[src/rtl/morse_keyer_ctrl.sv]
// Morse keyer: serialises one letter (length + dot/dash pattern) onto key_out
// using whole time units, with valid/ready intake and a synchronous abort.
module morse_keyer_ctrl #(
   parameter int unsigned UNIT_CYCLES = 2,
   parameter int unsigned MAX_SYM     = 5
) (
   input  logic               clk,
   input  logic               rst_n,
   input  logic               sym_valid,
   output logic               sym_ready,
   input  logic [2:0]         sym_len,
   input  logic [MAX_SYM-1:0] sym_pat,
   input  logic               abort,
   output logic               key_out,
   output logic               busy,
   output logic               done
);

   localparam int PW = (UNIT_CYCLES > 1) ? $clog2(UNIT_CYCLES) : 1;

   typedef enum logic [2:0] {
      S_IDLE,
      S_MARK,
      S_GAP,
      S_LGAP,
      S_WGAP
   } state_t;

   state_t             state_q, state_d;
   logic [PW-1:0]      pre_q, pre_d;
   logic [2:0]         unit_q, unit_d;
   logic [2:0]         idx_q, idx_d;
   logic [MAX_SYM-1:0] pat_q, pat_d;
   logic               key_q, busy_q, done_q, done_d;
   logic               init_q;

   logic               unit_tick;
   logic               last_unit;
   logic [2:0]         target_units;
   logic [2:0]         len_eff;

   assign unit_tick = (pre_q == PW'(UNIT_CYCLES - 1));
   assign len_eff   = (sym_len > 3'(MAX_SYM)) ? 3'(MAX_SYM) : sym_len;

   // Length of the current state in Morse units.
   always_comb begin
      target_units = 3'd1;
      case (state_q)
         S_MARK:  target_units = pat_q[idx_q] ? 3'd3 : 3'd1;
         S_GAP:   target_units = 3'd1;
         S_LGAP:  target_units = 3'd3;
         S_WGAP:  target_units = 3'd7;
         default: target_units = 3'd1;
      endcase
   end

   assign last_unit = unit_tick && (unit_q == target_units - 3'd1);

   always_comb begin
      state_d = state_q;
      idx_d   = idx_q;
      pat_d   = pat_q;
      done_d  = 1'b0;
      pre_d   = unit_tick ? '0 : pre_q + PW'(1);
      unit_d  = unit_tick ? unit_q + 3'd1 : unit_q;

      case (state_q)
         S_IDLE: begin
            if (sym_valid && sym_ready) begin
               pat_d = sym_pat;
               if (len_eff == 3'd0) begin
                  state_d = S_WGAP;
               end else begin
                  state_d = S_MARK;
                  idx_d   = len_eff - 3'd1;
               end
            end
         end
         S_MARK: begin
            if (last_unit) begin
               if (idx_q != 3'd0) begin
                  state_d = S_GAP;
                  idx_d   = idx_q - 3'd1;
               end else begin
                  state_d = S_LGAP;
               end
            end
         end
         S_GAP: begin
            if (last_unit) state_d = S_MARK;
         end
         S_LGAP, S_WGAP: begin
            if (last_unit) begin
               state_d = S_IDLE;
               done_d  = 1'b1;
            end
         end
         default: state_d = S_IDLE;
      endcase

      // Cancel wins over any normal transition and suppresses the done pulse.
      if (abort && (state_q != S_IDLE)) begin
         state_d = S_IDLE;
         done_d  = 1'b0;
      end

      if ((state_d != state_q) || (state_d == S_IDLE)) begin
         pre_d  = '0;
         unit_d = '0;
      end
   end

   always_ff @(posedge clk or negedge rst_n) begin
      if (!rst_n) begin
         state_q <= S_IDLE;
         pre_q   <= '0;
         unit_q  <= '0;
         idx_q   <= '0;
         pat_q   <= '0;
         key_q   <= 1'b0;
         busy_q  <= 1'b0;
         done_q  <= 1'b0;
         init_q  <= 1'b0;
      end else begin
         state_q <= state_d;
         pre_q   <= pre_d;
         unit_q  <= unit_d;
         idx_q   <= idx_d;
         pat_q   <= pat_d;
         key_q   <= (state_d == S_MARK);
         busy_q  <= (state_d != S_IDLE);
         done_q  <= done_d;
         init_q  <= 1'b1;
      end
   end

   // init_q keeps sym_ready low until the first edge after reset release.
   assign sym_ready = init_q && (state_q == S_IDLE);
   assign key_out   = key_q;
   assign busy      = busy_q;
   assign done      = done_q;

endmodule

[config.mk]
export PLATFORM = sky130hd
export DESIGN_NAME = morse_keyer_ctrl
export DESIGN_NICKNAME = d
export VERILOG_FILES = /design/src/rtl/morse_keyer_ctrl.sv
export SDC_FILE = /design/constraint.sdc
export NUM_CORES = 1
export LEC_CHECK = 0
export ABC_AREA = 1
export CORE_AREA = 2 2 48 50
export DETAILED_ROUTE_END_ITERATION = 10
export DIE_AREA = 0 0 50 52
export PLACE_DENSITY = 0.78
export SLEW_MARGIN = 40
export SYNTH_ARGS = -nofsm -noshare
export SYNTH_HDL_FRONTEND = slang
export SYNTH_SLANG_ARGS = --single-unit
[constraint.sdc]
create_clock -name clk -period 2.7 [get_ports clk]
set_input_delay 0.27 -clock clk [delete_from_list [all_inputs] [get_ports clk]]
set_output_delay 0.27 -clock clk [all_outputs]
set_load 0.01 [all_outputs]
==> impl_metrics.yaml, run 1 <==
sta:
  maxClockFrequency_ghz: 0.4621
  setup_violations: 0
  hold_viol_final: 0
  period_share: 0.8015
  min_period_ns: 2.164
  tns_ns: 0
  rsz0062_at_grt: "false"
  final_max_slew_viol_count: 0
  fin_skew_ns: 0.005664
global_routing:
  grt_pass1_vias: 950
  grt_max_degree: 20
  track_usage: 0.1934
  antenna_found_initial: 0
  overflow: 0
  grt_pass1_wl_um: 3808
clock_tree:
  cts_root_buf: "clkbuf_4"
  cts_htree_levels: 1
  cts.path.max_buffers: 2
  cts_sinks: 19
  cts_resized: 0
  clk_pin_slew_ns: 0.12
  numCtsBuffers: 3
  cts_tree: "yes"
  clk_latency_ns: 0.29
critical_path:
  critPathMaxFanout: 6
  worst_setup_path_end_kind: "output port"
  r2r_cells: 14
  start_kind: "flop"
  cp.arrival_ns: 1.89
  crit_type: "flop to output port"
  r2r-end: "pre_q"
  critPathRequiredTime_ns: 2.43
  r2r_slack_ns: 0.60
  timing.rr.start: "state_q[1]"
layout:
  mostFrequentLayoutCells: "nand2_1 (51), inv_1 (22), dfrtp_1 (19), nor2_1 (18), clkdlybuf4s50_1 (14)"
  antennaDiodeCount: 0
  drive_gt1_frac: 0.1200
  nNetsFinal: 190
  layout_commonest_cell: "nand2_1"
  synthToLayoutAreaGrowth_pct: 19.58
drt:
  post_drt_via_cell_ratio: 4.906
  dr_wl_met3_um: 80
  routed.top_layer: "met4"
  drtAntennaViolNets: 0
  drt_wl_total_um: 2192
  dr_total_vias: 996
  wl_met2_um: 1176
  m1WireLength_um: 918
  drt_first_iter_violations: 30
  drc_errors: 0
  firstDrtPassIters: 5
  routedWlPerCell_um: 10.80
yosys:
  synth_seq_cells: 19
  syn_area_um2: 1125
  synth.avg_cell_area_um2: 7.257
  synth_seq_area_share: 0.4227
  postSynthCellCount: 155
  yosysWarnings: 0
  synth_cell_types: 23
  syn_nets: 169
floorplanning:
  num_rows: 17
  die-area_um2: 2600
  die_h_um: 52
  die_x_um: 50
  start_util: 0.5342
  core_um2: 2106
  ioPinCount: 16
status:
  status: "finished clean"
pwr:
  p_leak_nw: 0.7110
  p_total_w: 0.001254
  ir_worst_vdd_mv: 0.5123
  p_per_area_nw_per_um2: 932.6
place:
  numPortBuffers: 15
  place_hpwl_um: 1718
  place_congestion: 0.9438
job:
  drv_cap: 0
hold_path:
  hold_class: "input pin to asynchronous set/reset pin"
==> synthesized netlist by cell type, drive strengths merged <==
cell	instances	area (um^2)
nand4	3	18.77
xnor2	2	17.52
dfrtp	19	475.5
a21oi	6	33.78
nand2	57	234.0
nor2	19	73.82
ha	2	25.02
nor3	3	26.28
inv	25	93.84
a22oi	1	7.510
xor2	1	8.760
conb	1	3.750
o21ai	6	33.78
nand3	10	72.57
==> final cells by class <==
cell class	instances	area, um^2
clock buffer	3	22.52
clock inverter	1	7.507
fill	198	760.7
inverter	25	93.84
multi-input combinational	111	555.5
sequential	19	475.5
tap	28	35.03
timing repair buffer	16	155.1
==> power breakdown <==
part	switching, W	total [W]	internal (W)	leakage [nW]
logic	0.000395	0.000643	0.000248	0.454
clock network	0.0000893	0.000145	0.0000562	0.0139
registers	0.0000831	0.000466	0.000383	0.243
total	0.000567	0.00125	0.000687	0.711
==> critical path: stages (launching register included) <==
cell,delay (ns)
dfrtp_1,0.46
inv_1,0.13
nand2_1,0.06
nor2_1,0.18
inv_2,0.07
nor2_2,0.14
clkdlybuf4s50_1,0.56
==> worst max path at each step <==
stage	slack, ns	cells after the start	to	start
after floorplan	0.94	17	pre_q	state_q[1]
after detailed placement	0.64	16	unit_q[0]	state_q[2]
after global routing	0.32	16	unit_q[1]	state_q[2]
after CTS	0.53	6	sym_ready	state_q[1]
after global placement	0.67	16	pre_q	state_q[1]
final	0.54	6	sym_ready	state_q[1]
==> logic make-up (layout without fill, tap and decap cells) <==
family                     after synthesis  count (layout)  share of synthesized area
and+or+nand+nor                         92              92                     0.3782
buffers and inverters                   25              45                    0.08343
DFF                                     19              19                     0.4227
AOI/OAI and AO/OA                       13              13                    0.06674
xor gates and xnor gates                 3               3                    0.02336
adders and majority gates                2               2                    0.02224
other                                    1               1                   0.003334
==> metal layers <==
metal	vias up	global-route usage
li1	519	-
met1	448	0.2051
met2	27	0.3794
met3	2	0.02874
met4	0	0.07407
met5	-	0
==> sequential cells by signal, indices dropped and copies added, names as in the netlist <==
| register | cells |
|---|---|
| pre_q | 1 |
| busy | 1 |
| init_q | 1 |
| pat_q | 5 |
| unit_q | 3 |
| key_out | 1 |
| idx_q | 3 |
| done | 1 |
| state_q | 3 |
==> metrics by stage <==
step | utilization | std cells | area (um^2) | setup WS, ns | hold slack, ns
finish | 0.6387 | 203 | 1345 | 0.5359 | 0.4269
CTS | 0.6364 | 202 | 1340 | 0.5331 | 0.4691
global placement | 0.6221 | 198 | 1310 | 0.6720 | 0.4649
detailed placement | 0.6221 | 198 | 1310 | 0.6447 | 0.4658
global route | 0.6387 | 203 | 1345 | 0.3229 | 0.4457
floorplan | - | 155 | 1125 | 0.9425 | -0.02559
==> what timing repair did <==
item / in CTS / in global routing
hold buffers: 0 / 1
endpoints found under the hold margin: 0 / 19
buffers inserted: 0 / 0
No activity file was read; power rests on OpenSTA's default activity.
==> run 2: changes to the inputs <==
Settings changed: CORE_AREA 2 2 48 50 to 2 2 50 52, DIE_AREA 0 0 50 52 to 0 0 52 54, PLACE_DENSITY 0.78 to 0.72.
Clock period 2.7 ns to 2.1 ns, I/O delays scaled along.
==> impl_metrics.yaml, run 2 (synthesis gave the netlist of run 1 again) <==
layout:
  nNetsFinal: 198
  final_cells: 213
  antennaDiodeCount: 0
  drive_gt1_frac: 0.2240
  synthToLayoutAreaGrowth_pct: 30.48
  largest_reg_flops: 5
  top_register: "pat_q"
  ff_latch_area_um2: 479.2
  fillerInstances: 205
  stdcell_area_um2: 1468
  mostFrequentLayoutCells: "nand2_1 (47), inv_1 (20), dfrtp_1 (16), nor2_1 (15), clkdlybuf4s50_1 (14)"
  multi_input_area_um2: 608.1
  layout_commonest_cell: "nand2_1"
hold_path:
  hold_class: "input pin to asynchronous set/reset pin"
place:
  dpl_cell_area_um2: 1320
  place_hpwl_um: 1791
  numPlacedInstances: 201
  place_congestion: 0.8818
  numPortBuffers: 15
drt:
  routedWlPerCell_um: 12.17
  dr_total_vias: 1086
  drtAntennaViolNets: 0
  firstDrtPassIters: 4
  drt_first_iter_violations: 38
  drc_errors: 0
  drt_wl_total_um: 2592
  post_drt_via_cell_ratio: 5.099
floorplanning:
  num_rows: 18
  die-area_um2: 2808
  core_um2: 2320
  die_h_um: 54
  die_x_um: 52
  start_util: 0.4849
  ioPinCount: 16
sta:
  min_period_ns: 2.051
  maxClockFrequency_ghz: 0.4876
  fin_skew_ns: 0.001461
  setup_violations: 0
  final_max_slew_viol_count: 0
  period_share: 0.9765
  fin_hold_ws_ns: 0.2253
  hold_viol_final: 0
global_routing:
  antenna_found_initial: 0
  grt_pass1_wl_um: 3691
  grt_pass1_vias: 890
  grt_max_degree: 20
  overflow: 0
  track_usage: 0.1847
critical_path:
  start_kind: "flop"
  critPathRequiredTime_ns: 2.34
  critPathMaxFanout: 8
  worst_setup_path_end_kind: "flop"
  crit_type: "flop to flop"
  r2r_cells: 15
  cp.arrival_ns: 2.29
pwr:
  ir_worst_vdd_mv: 0.8678
  swShare: 0.4556
  intPower_w: 0.0009915
  p_leak_nw: 0.7678
  pwr-share-seq: 0.338
  p_per_area_nw_per_um2: 1241
  p_total_w: 0.001821
  pwr-share-clk: 0.102
  p_switching_w: 0.0008297
  comb_power_share: 0.560
clock_tree:
  cts_tree: "yes"
  cts_root_buf: "clkbuf_4"
  cts_htree_levels: 1
  clk_pin_slew_ns: 0.10
  numCtsBuffers: 3
  cts_sinks: 19
  cts.path.max_buffers: 2
  clk_latency_ns: 0.30
job:
  drv_cap: 0
status:
  status: "finished clean"
run 2: cell types whose count changed in the layout (fill, tap and decap cells not counted), sizes merged:
cell          previous run  this run
clkbuf                   3         4
dlymetal6s2s             0         1
clkinvlp                 1         0
buf                      1         9
dlygate4sd3              1         0
run 2: through the flow:
step	util	setup TNS (ns)	setup WS, ns
3_3_place_gp	0.5690	0	0.06196
4_1_cts	0.5852	0	0.01424
6_report	0.6327	0	0.04925
2_1_floorplan	-	0	0.3425
3_5_place_dp	0.5690	-0.009407	-0.005932
5_1_grt	0.6327	-0.3353	-0.08794
run 2: timing repair:
item                                    in CTS  in global routing
setup buffers                                0                  8
gates resized for setup                      3                 17
cloned                                       0                  0
endpoints found under the setup margin       4                  5
pin swaps                                    0                  4
hold buffers                                 0                  0
run 2: area by class of cell:
cell class / count / area share
well taps: 30 / 0.02558
clock buffers: 4 / 0.01790
repair buffers: 24 / 0.1500
multi-input cells: 111 / 0.4143
inverters: 25 / 0.06564
flip-flops and latches: 19 / 0.3265
run 2: power groups by stage:
stage	Combinational (W)	Clock, W	Sequential [W]
6_report	0.00102	0.000186	0.000615
5_1_grt	0.00113	0.000206	0.000633
4_1_cts	0.000857	0.000188	0.000604
3_5_place_dp	0.000833	0	0.000608
3_3_place_gp	0.000805	0	0.000602
2_1_floorplan	0.000614	0	0.000590
run 2: final timing paths:
kind	start	endpoint	slack [ns]
max	state_q[2]	pre_q	0.05
min	rst_n	done	0.23
max reg2reg	state_q[2]	pre_q	0.05
min reg2reg	pat_q[3]	pat_q[3]	0.49
max in group asynchronous	rst_n	state_q[0]	1.65
min in group clk	sym_pat[0]	pat_q[0]	0.43
run 2: routing by layer:
| metal | vias up | global-route usage | part of all wire |
|---|---|---|---|
| met5 | - | 0 | 0 |
| li1 | 539 | - | - |
| met1 | 500 | 0.2038 | 0.39 |
| met4 | 0 | 0.1009 | 0.028 |
| met3 | 12 | 0.03333 | 0.046 |
| met2 | 35 | 0.3354 | 0.53 |
run 2: critical path, cell delays in order (launching register included):
cell     delay [ns]
dfrtp_2        0.50
nor2_4         0.15
nand2_4        0.08
a21oi_2        0.13
nand2_2        0.08
nand2_2        0.06
nand2_2        0.07
nand3_4        0.14
nand2_1        0.08
nand2_2        0.09
nand2_2        0.07
o21ai_4        0.20
nand2_1        0.08
nand2_1        0.10
nand2_2        0.08
nor2_1         0.09
==> run 3: changes to the inputs <==
Settings changed: ABC_AREA 1 to unset, CORE_AREA 2 2 50 52 to 2 2 51 53, DIE_AREA 0 0 52 54 to 0 0 53 55.
==> impl_metrics.yaml, run 3 <==
critical_path:
  critPathRequiredTime_ns: 2.30
  r2r_cells: 7
  crit_type: "flop to flop"
  start_kind: "flop"
  worst_setup_path_end_kind: "flop"
  crit_path_start: "state_q[0]"
  r2r-end: "busy"
  timing.rr.start: "state_q[0]"
  r2r_slack_ns: 0.0005
  cp.arrival_ns: 2.30
  critPathMaxFanout: 6
job:
  drv_cap: 0
sta:
  setup_violations: 0
  final_max_slew_viol_count: 0
  period_share: 0.9998
  hold_viol_final: 0
  fin_skew_ns: 0.01061
  min_period_ns: 2.100
  setup_ws_ns: 0.0004792
  maxClockFrequency_ghz: 0.4763
  rsz0062_at_grt: "true"
  tns_ns: 0
layout:
  top_register: "pat_q"
  layout_commonest_cell: "buf_4"
  antennaDiodeCount: 0
  final_cells: 177
  mostFrequentLayoutCells: "buf_4 (19), dfrtp_1 (17), clkdlybuf4s50_1 (14), nor2_1 (12), a21oi_1 (7)"
  stdcell_area_um2: 1523
  post-route-util: 0.6439
  nNetsFinal: 162
  drive_gt1_frac: 0.2857
  largest_reg_flops: 5
  synthToLayoutAreaGrowth_pct: 28.51
drt:
  drc_errors: 0
  routedWlPerCell_um: 13.82
  firstDrtPassIters: 5
  drt_wl_total_um: 2446
  drt_first_iter_violations: 11
  post_drt_via_cell_ratio: 5.610
  dr_total_vias: 993
  drtAntennaViolNets: 0
yosys:
  ys_top_cells_by_count: "dfrtp_1 (19), nor2_1 (12), a21oi_1 (8)"
  netlist_top_cells_area: "dfrtp_1 (40%), mux2i_1 (5.1%), mux2_2 (4.8%), nor2_1 (3.8%), a21oi_1 (3.4%)"
  yosys.area.top_type: "dfrtp_1"
  syn_nets: 129
  synth_seq_area_share: 0.4013
  netlist.area_leader.share: 0.4013
  synth_seq_cells: 19
  yosys.cell_count.top_type: "dfrtp_1"
  synth_cell_types: 44
  synth-edff-count: 0
  yosysWarnings: 0
  syn_area_um2: 1185
  postSynthCellCount: 115
  ys.flop_type: "dfrtp_1"
  async_flop_share: 1.000
  synth.avg_cell_area_um2: 10.30
global_routing:
  track_usage: 0.2032
  overflow: 0
  grt_max_degree: 20
  grt_pass1_vias: 952
  grt_pass1_wl_um: 4167
  antenna_found_initial: 0
place:
  pre_cts_ws_ns: -0.03768
  numPortBuffers: 15
  numPlacedInstances: 170
  dpl_cell_area_um2: 1461
  place_congestion: 0.9219
  place_hpwl_um: 1916
clock_tree:
  cts.path.max_buffers: 2
  clk_latency_ns: 0.31
  cts_sinks: 19
  cts_root_buf: "clkbuf_4"
  cts_tree: "yes"
  cts_htree_levels: 1
  clk_pin_slew_ns: 0.12
  numCtsBuffers: 3
pwr:
  ir_worst_vdd_mv: 0.7928
  p_per_area_nw_per_um2: 1196
  p_leak_nw: 0.6562
floorplanning:
  ioPinCount: 16
  start_util: 0.5011
  core_um2: 2365
  num_rows: 18
  die-area_um2: 2915
  die_x_um: 53
  die_h_um: 55
status:
  status: "finished clean"
hold_path:
  hold_class: "input pin to asynchronous set/reset pin"
==> run 3: cell count changes after synthesis, moves of 4 or more <==
cell     change
nor2_1       -6
nand2_1     -48
mux2i_1      +6
nand3_1      -4
nand2_2      -5
nor3_1       +4
inv_1       -17
mux2_2       +5
==> run 3: area by class of cell <==
| cell class | count | area (um^2) |
|---|---|---|
| clock buffers | 3 | 22.52 |
| repair buffers | 34 | 291.5 |
| clock inverters | 1 | 5.005 |
| multi-input cells | 85 | 669.4 |
| inverters | 5 | 18.77 |
| well taps | 30 | 37.54 |
| flip-flops and latches | 19 | 478.0 |
| fillers | 208 | 842.1 |
==> run 3: power by group <==
| part | total [W] | switching, W | internal, W | leakage, nW |
|---|---|---|---|---|
| combinational | 0.00104 | 0.000494 | 0.000546 | 0.403 |
| sequential | 0.000591 | 0.0000955 | 0.000495 | 0.235 |
| clock | 0.000190 | 0.000119 | 0.0000711 | 0.0177 |
==> run 3: critical path: stages, from the launching register on <==
cell	delay, ns
dfrtp_2	0.47
nor2b_1	0.16
or2_4	0.26
mux2i_1	0.12
nand4b_4	0.20
nand2_4	0.14
mux2_4	0.31
or3b_1	0.34
==> run 3: cells by family after synthesis <==
family / after synthesis / share of synthesized area
multiplexers: 13 / 0.1204
AO/OA/AOI/OAI: 21 / 0.1309
flip-flops: 19 / 0.4013
adder cells (fa/ha/maj): 2 / 0.02112
other: 1 / 0.003165
AND/OR/NAND/NOR: 45 / 0.2503
buffers and inverters: 11 / 0.05068
XOR/XNOR: 3 / 0.02218
==> run 3: worst max path at each step <==
stage	endpoint	slack [ns]	cells past startpoint
after floorplan	busy	-0.03	8
after global placement	unit_q[0]	-0.04	9
after detailed placement	idx_q[2]	-0.04	11
after CTS	busy	0.006	7
after global routing	idx_q[2]	-0.10	11
final	busy	0.0005	7
==> run 3: per-stage QoR <==
stage | hold slack (ns) | power [W]
after CTS | 0.2269 | 0.001784
final | 0.2172 | 0.001821
after global routing | 0.2559 | 0.001973
after detailed placement | 0.4943 | 0.001596
after floorplan | -0.08559 | 0.001289
after global placement | 0.4982 | 0.001575
==> run 3: routing by layer <==
layer	wire length, um	global-route usage	up-vias
li1	-	-	484
met1	1110	0.2496	473
met2	1163	0.3521	31
met3	125	0.03495	5
met4	46	0.08974	0
met5	0	0	-
==> run 3: timing repair <==
item / CTS / global route
setup endpoints to repair: 3 / 8
resized for setup: 3 / 4
buffers inserted: 1 / 2
cloned: 0 / 0
hold buffers: 0 / 0
pin swaps: 1 / 3
